`config.mk`:
```
export PLATFORM = sky130hd
export DESIGN_NAME = vga_write_arbiter
export DESIGN_NICKNAME = d
export VERILOG_FILES = /design/src/rtl/vga_write_arbiter.sv
export SDC_FILE = /design/constraint.sdc
export NUM_CORES = 1
export LEC_CHECK = 0
export CAP_MARGIN = 20
export CELL_PAD_IN_SITES_DETAIL_PLACEMENT = 1
export CELL_PAD_IN_SITES_GLOBAL_PLACEMENT = 1
export CORE_UTILIZATION = 26
export DETAILED_ROUTE_END_ITERATION = 8
export PLACE_DENSITY_LB_ADDON = 0.1
export SLEW_MARGIN = 15
export SYNTH_ARGS = -nofsm -noshare
export SYNTH_HDL_FRONTEND = slang
export SYNTH_SLANG_ARGS = --single-unit
```
`constraint.sdc`:
```
create_clock -name clk -period 2.2 [get_ports clk]
set_clock_uncertainty 0.2 [all_clocks]
set_input_delay 0.55 -clock clk [delete_from_list [all_inputs] [get_ports clk]]
set_output_delay 0.55 -clock clk [all_outputs]
set_load 0.01 [all_outputs]
```
`src/rtl/vga_write_arbiter.sv`:
```
// Round-robin, burst-locked arbiter sharing the vga_adapter pixel-write port.
// Ports: clk/reset, per-engine req/last/req_x/req_y/req_color in; grant, vga_x/y/color/write, busy, owner, abort out.
module vga_write_arbiter #(
  parameter int NUM_REQ     = 3,
  parameter int nX          = 10,
  parameter int nY          = 9,
  parameter int COLOR_DEPTH = 9,
  parameter int MAX_BURST   = 1024
) (
  input  logic                           clk,
  input  logic                           reset,
  input  logic [NUM_REQ-1:0]             req,
  input  logic [NUM_REQ-1:0]             last,
  input  logic [NUM_REQ*nX-1:0]          req_x,
  input  logic [NUM_REQ*nY-1:0]          req_y,
  input  logic [NUM_REQ*COLOR_DEPTH-1:0] req_color,
  output logic [NUM_REQ-1:0]             grant,
  output logic [nX-1:0]                  vga_x,
  output logic [nY-1:0]                  vga_y,
  output logic [COLOR_DEPTH-1:0]         vga_color,
  output logic                           vga_write,
  output logic                           busy,
  output logic [2:0]                     owner,
  output logic                           abort
);

  localparam int CW = $clog2(MAX_BURST + 1);

  typedef enum logic {IDLE, BURST} state_t;

  state_t                   state, state_n;
  logic [2:0]               ptr, ptr_n;
  logic [CW-1:0]            cnt, cnt_n;
  logic [CW-1:0]            cnt_inc;
  logic [NUM_REQ-1:0]       grant_n;
  logic [2:0]               owner_n;
  logic                     busy_n, abort_n, write_n;
  logic [nX-1:0]            x_n;
  logic [nY-1:0]            y_n;
  logic [COLOR_DEPTH-1:0]   color_n;

  logic                     found;
  logic [2:0]               pick;
  logic                     own_req, own_last, own_grant;
  logic [nX-1:0]            own_x;
  logic [nY-1:0]            own_y;
  logic [COLOR_DEPTH-1:0]   own_color;
  logic                     beat, done;

  // Rotating search from ptr+1; first hit wins.
  always_comb begin
    found = 1'b0;
    pick  = 3'd0;
    for (int k = 1; k <= NUM_REQ; k++) begin
      for (int i = 0; i < NUM_REQ; i++) begin
        if (!found && req[i] &&
            ((int'(ptr) + k) % NUM_REQ) == i) begin
          found = 1'b1;
          pick  = 3'(i);
        end
      end
    end
  end

  // Owner's lane of the flattened request bus.
  always_comb begin
    own_req   = 1'b0;
    own_last  = 1'b0;
    own_grant = 1'b0;
    own_x     = '0;
    own_y     = '0;
    own_color = '0;
    for (int i = 0; i < NUM_REQ; i++) begin
      if (owner == 3'(i)) begin
        own_req   = req[i];
        own_last  = last[i];
        own_grant = grant[i];
        own_x     = req_x[i*nX +: nX];
        own_y     = req_y[i*nY +: nY];
        own_color = req_color[i*COLOR_DEPTH +: COLOR_DEPTH];
      end
    end
  end

  assign cnt_inc = cnt + 1'b1;

  always_comb begin
    state_n = state;
    ptr_n   = ptr;
    cnt_n   = cnt;
    grant_n = grant;
    owner_n = owner;
    busy_n  = busy;
    abort_n = 1'b0;
    write_n = 1'b0;
    x_n     = vga_x;
    y_n     = vga_y;
    color_n = vga_color;
    beat    = 1'b0;
    done    = 1'b0;
    unique case (state)
      IDLE: begin
        grant_n = '0;
        busy_n  = 1'b0;
        if (found) begin
          state_n = BURST;
          owner_n = pick;
          busy_n  = 1'b1;
          cnt_n   = '0;
          for (int i = 0; i < NUM_REQ; i++)
            grant_n[i] = (pick == 3'(i));
        end
      end
      BURST: begin
        beat = own_grant & own_req;
        if (beat) begin
          write_n = 1'b1;
          x_n     = own_x;
          y_n     = own_y;
          color_n = own_color;
          cnt_n   = cnt_inc;
          if (own_last) begin
            done = 1'b1;
          end else if (cnt_inc == CW'(MAX_BURST)) begin
            done    = 1'b1;
            abort_n = 1'b1;
          end
        end else begin
          // Owner dropped req mid-sprite.
          done    = 1'b1;
          abort_n = 1'b1;
        end
        if (done) begin
          state_n = IDLE;
          grant_n = '0;
          busy_n  = 1'b0;
          ptr_n   = owner;
          cnt_n   = '0;
        end
      end
      default: state_n = IDLE;
    endcase
  end

  always_ff @(posedge clk) begin
    if (reset) begin
      state     <= IDLE;
      ptr       <= 3'(NUM_REQ - 1);
      cnt       <= '0;
      grant     <= '0;
      owner     <= 3'd0;
      busy      <= 1'b0;
      abort     <= 1'b0;
      vga_write <= 1'b0;
      vga_x     <= '0;
      vga_y     <= '0;
      vga_color <= '0;
    end else begin
      state     <= state_n;
      ptr       <= ptr_n;
      cnt       <= cnt_n;
      grant     <= grant_n;
      owner     <= owner_n;
      busy      <= busy_n;
      abort     <= abort_n;
      vga_write <= write_n;
      vga_x     <= x_n;
      vga_y     <= y_n;
      vga_color <= color_n;
    end
  end

endmodule

```
* Yosys cells after proc, flatten, opt, wreduce, memory -nomap -nowiden
Cells that the tools add are included.
** Cells by class
- Add/subtract/negate cells :: 4
- Div/mod/pow operators :: 3
- Eq/ne operators :: 14
- Mux-type cells :: 54
- Bitwise gates (word level) :: 2
- Reduce and logical (&&, ||, !) cells :: 35
** Operators by type and width (number)
- 32-bit by 2-bit equality test with 1-bit output (second input constant) :: 3
- 32-bit by 3-bit equality test with 1-bit output (second input constant) :: 3
- 32-bit logical NOT :: 3
- 32-bit by 3-bit remainder unit with 32-bit output (second input constant) :: 3
- 9-bit two-way mux :: 6
- 11-bit two-way mux :: 3
- 10-bit two-way mux :: 3
- 1-bit two-way mux :: 29
- 3-bit two-way mux :: 9
- 11-bit one-hot mux with 2 select lines :: 1
- 1-bit logical AND :: 17
- 11-bit by 1-bit adder with 11-bit output (second input constant) :: 1
- 11-bit equality test (second input constant) :: 1
- 3-bit by 2-bit adder with 4-bit output (second input constant) :: 2
- 1-bit logical NOT :: 8
- 2-bit AND reduction :: 4
- 3-bit by 1-bit equality test with 1-bit output (second input constant) :: 2
- 3-bit by 2-bit equality test with 1-bit output (second input constant) :: 2
- 3-bit logical NOT :: 2
- 3-bit one-hot mux with 2 select lines :: 1
- 3-bit by 1-bit adder with 4-bit output (second input constant) :: 1
- 1-bit one-hot mux with 2 select lines :: 2
- 3-bit by 1-bit inequality test with 1-bit output (second input constant) :: 1
- 2-bit by 1-bit inequality test with 1-bit output (second input constant) :: 1
- other kinds (4) :: 4
** Word-level totals
- Bits in registers :: 52
- Output and inout bits :: 37

* Logic depth before layout (Yosys ltp)
- Depth after elaboration :: 40
- Depth in mapped cells :: 8
- Depth with buffers taken out :: 8

* Least setup slack after synthesis
OpenSTA, ideal clock, no wires.
- Path kind :: register to register
- Start :: register cnt[0]
- End :: register ptr[1]
- Arrival time :: 1926 ps
- Required time :: 1880 ps
- Path slack :: -46 ps
- Stages on the path, launching flop included :: 8
- Clock period less this slack :: 2246 ps
- Cells stage by stage :: dfxtp_1 -> ha_1 -> nand4_4 -> nor4_2 -> o31ai_2 -> o31ai_4 -> nor2_1 -> a211o_1
** Between the ends
- Longest elaborated chain between the ends :: 7
** Ends and longest elaborated chain
- start: declaration :: line 33 : logic [CW-1:0] cnt, cnt_n;
- start signal: assignment :: line 161 : cnt <= cnt_n;
- 11-bit by 1-bit adder with 11-bit output :: line 85 : assign cnt_inc = cnt + 1'b1;
- 11-bit equality test :: line 124 : end else if (cnt_inc == CW'(MAX_BURST)) begin
- 1-bit two-way mux :: line 124
- 1-bit two-way mux :: line 122 : if (own_last) begin
- 1-bit two-way mux :: line 116 : if (beat) begin
- 1-bit two-way mux :: line 101 : unique case (state)
- 2-bit AND reduction (no line)
- end signal: assignment :: line 148 : ptr <= 3'(NUM_REQ - 1);
- end signal: assignment :: line 160 : ptr <= ptr_n;
- end: declaration :: line 32 : logic [2:0] ptr, ptr_n;
Every way passes these cells. The select of a mux whose other input is x is not followed.
A chain may end at the register's enable or synchronous reset.

* Worst setup path in the final report
Same ends and word-level chain as after synthesis.

==> summary.txt <==
Status
  – Status: completed

Clock network
  – CTS Root Cell: clkbuf_8
  – CTS tree: done
  – Worst-Skew Late Latency: 310 ps
  – H-tree depth: 2
  – Clock sinks: 50
  – Clock tree buffer depth: 2
  – TritonCTS Buffers: 5
  – Clk pin slew, worst setup/hold paths: about 100 ps

Yosys
  – Synth Instances: 342
  – Post-synthesis register bit count: 50
  – Async SR Flop Fraction: 0
  – Post-synth EDFFs: 0
  – Syn avg cell area: 8.06 sq um
  – Netlist Area Pre-Place: 2760 sq um
  – Ys Warns: 0
  – Synth unique cells: 46
  – Post-synth net total: 437
  – Post-synthesis sequential area ratio: 0.363
  – Most used DFF post-synth: dfxtp_1

STA
  – Setup ws final: 3.51 ps
  – RSZ-0062 raised after global routing: yes
  – Final setup vio count: 0
  – Slew headroom: 0.623
  – Min Tclk post-route: ~2200 ps
  – Slew Viols, Final: 0
  – Part of the cycle the worst path needs: 0.998
  – Final hold viol count: 0
  – Final setup TNS: 0 ps
  – Worst-Margin Slew: 561 ps
  – Fmax: 0.455 GHz

Worst setup path
  – CP Launch Type: flop
  – Setup crit end kind: flop
  – Critical path cell sequence: buf_4 -> and4_1 -> nand2_1 -> a2bb2oi_2 -> buf_4 -> o31ai_4 -> nor2_1 -> a211o_1
  – R2R Setup Slk: 4 ps
  – CP most frequent cell: buf_4
  – Critical Path RT: 2200 ps
  – Critical path's slowest cell: dfxtp_2
  – Crit Path Max Fanout: 8
  – Critical path's largest stage delay: between 300 and 400 ps
  – Crit Path Class: reg -> reg
  – Critical Path AT: between 2000 and 2500 ps

Die
  – Die outline width: between 100 and 150 microns
  – Initial cell density of the core: 0.268
  – Row count: 37
  – Die Ht: approximately 100 microns
  – DIE AREA: approximately 11000 sq um
  – Core box area: 10300 sq um
  – I/O pin count: 129

Final layout
  – Area of the multi-input gates: between 1500 and 2000 sq um
  – ANT cells: 0
  – Final Util: 0.482
  – Non-filler cells, final: 645
  – Register area: 1010 sq um
  – Share of cells above drive strength 1: 0.204
  – Synth-to-layout area growth: 79.8%
  – Fin nets: 603
  – Fillers: approximately 1.2k

Power and ir drop
  – Switching share of power: 0.293
  – Clock Power Share: 0.267
  – Comb pwr share: 0.332
  – P_int: 1.76 mW
  – Overall power: 2.49 mW
  – Static leakage: 1.83 nW
  – Switch Pwr: 0.729 mW
  – Pwr Density: 502 nW/um^2
  – Reg power frac: 0.401
  – Peak supply drop: 0.255 mV

Place
  – I/O Buffers: 127
  – Placement Setup Slack: -554 ps
  – # placed instances: 622
  – Post-DP HPWL: 7290 microns
  – Routability Congestion: 0.775

Global routing
  – Total track usage: 0.182
  – Number of global-route vias before repair: 3268
  – Remaining global-route overflow: 0
  – First-pass GRT wire length: between 15000 and 20000 microns
  – Largest net degree at the start of global routing: 28
  – Initial antenna violation count: 0

Job
  – Maxcap violations: 0

Detailed routing
  – First drt pass iteration count: 4
  – DRT antenna net count: 0
  – Drc violations: 0
  – Starting DRT DRC Count: 67
  – Vias/cell: about 5
  – Wirelength, routed: 10000 microns
  – Vias: 3133
  – Drt wl/cell: 15.6 microns

Min path
  – Min-Delay Path Class: reg -> reg
==> per-layer routing <==
| layer | track usage | routed length (microns) |
|---|---|---|
| met2 | 0.327 | 5140 |
| met4 | 0.0543 | 49 |
| met5 | 0 | 0 |
| met3 | 0.0418 | 566 |
| met1 | 0.214 | 4280 |
==> cell usage after synthesis, drive strengths merged (5+ instances only) <==
| master | n | area, sq um |
|---|---|---|
| inv | 8 | 30.0 |
| mux2i | 31 | 310 |
| o21ai | 7 | 38.8 |
| buf | 10 | 55.1 |
| nand4 | 5 | 46.3 |
| a211oi | 29 | 218 |
| a21oi | 36 | 180 |
| dfxtp | 50 | 1000 |
| nand3 | 5 | 25.0 |
| nor3 | 6 | 30.0 |
| nor2 | 70 | 263 |
| nand2 | 19 | 71.3 |
| nor4 | 6 | 50.0 |
| clkbuf | 16 | 60.1 |
==> worst max-delay path, delay by kind of cell (launching register included) <==
| kind | cells | cell delay (ps) |
|---|---|---|
| buffers and inverters | 2 | 330 |
| AND/OR/NAND/NOR | 3 | 370 |
| AO/OA/AOI/OAI | 3 | 830 |
| flip-flops | 1 | 360 |
==> power groups by stage <==
| stage | sequential [mW] | clock [mW] | combinational, mW |
|---|---|---|---|
| after floorplan | 1.03 | 0 | 0.324 |
| after global placement | 1.02 | 0 | 0.727 |
| after detailed placement | 1.02 | 0 | 0.742 |
| after CTS | 1.00 | 0.697 | 0.809 |
| after global routing | 1.01 | 0.719 | 0.901 |
| final | 0.999 | 0.664 | 0.825 |
==> cells by family (layout without fill, tap and decap cells) <==
family / after synthesis / after routing / share of synthesized area
AND/OR/NAND/NOR: 122 / 122 / 0.203
AO/OA/AOI/OAI: 98 / 99 / 0.243
flip-flops: 50 / 50 / 0.363
buffers and inverters: 34 / 200 / 0.0527
multiplexers: 31 / 31 / 0.113
adder cells (fa/ha/maj): 3 / 3 / 0.0136
XOR/XNOR: 3 / 3 / 0.00954
other: 1 / 1 / 0.00136
==> through the flow <==
stage / area [sq um] / hold WS, ps
final: 4950 / 302
after detailed placement: 4470 / 292
after global routing: 4950 / 327
after global placement: 4470 / 281
after floorplan: 2780 / 269
after CTS: 4840 / 300
==> sequential cells by signal (all words and copies together) (netlist names) <==
register,flops
vga_write,1
vga_y,9
state,1
abort,1
cnt,11
busy,1
vga_x,10
ptr,2
owner,2
grant,3
vga_color,9
==> worst paths after layout <==
path,from,to,depth (start not counted)
min reg2reg,vga_x[2]$_SDFFE_PP0P_,vga_x[2]$_SDFFE_PP0P_,2
max reg2reg,cnt[0]$_SDFFE_PP0P_,ptr[1]$_SDFFE_PP1P_,8
min,vga_x[2]$_SDFFE_PP0P_,vga_x[2]$_SDFFE_PP0P_,2
max,cnt[0]$_SDFFE_PP0P_,ptr[1]$_SDFFE_PP1P_,8
==> cells in the final DEF (no fill, tap or decap), types with 5 or more instances in the layout <==
cell and instances:
clkdlybuf4s50_1 122, a211oi_1 16, buf_4 47, dfxtp_1 42
o21ai_0 5, clkbuf_8 5, inv_1 8, buf_12 5
nor3_1 5, mux2i_1 30, a211oi_2 13, nor2_1 70
dfxtp_2 7, a21oi_1 36, nand2_1 19
==> cell type report <==
cell class | count | area share
Clock buffer | 6 | 0.0146
Clock inverter | 2 | 0.00758
Inverter | 8 | 0.00606
Multi-Input combinational cell | 259 | 0.369
Sequential cell | 50 | 0.205
Tap cell | 136 | 0.0343
Timing Repair Buffer | 184 | 0.364
==> timing repair <==
action | CTS | global route
hold buffers | 0 | 0
cloned | 3 | 0
gates resized for setup | 34 | 17
setup endpoints to repair | 42 | 42
setup buffers | 5 | 8
pin swaps | 9 | 9
Power figures use the tool's default switching activity.
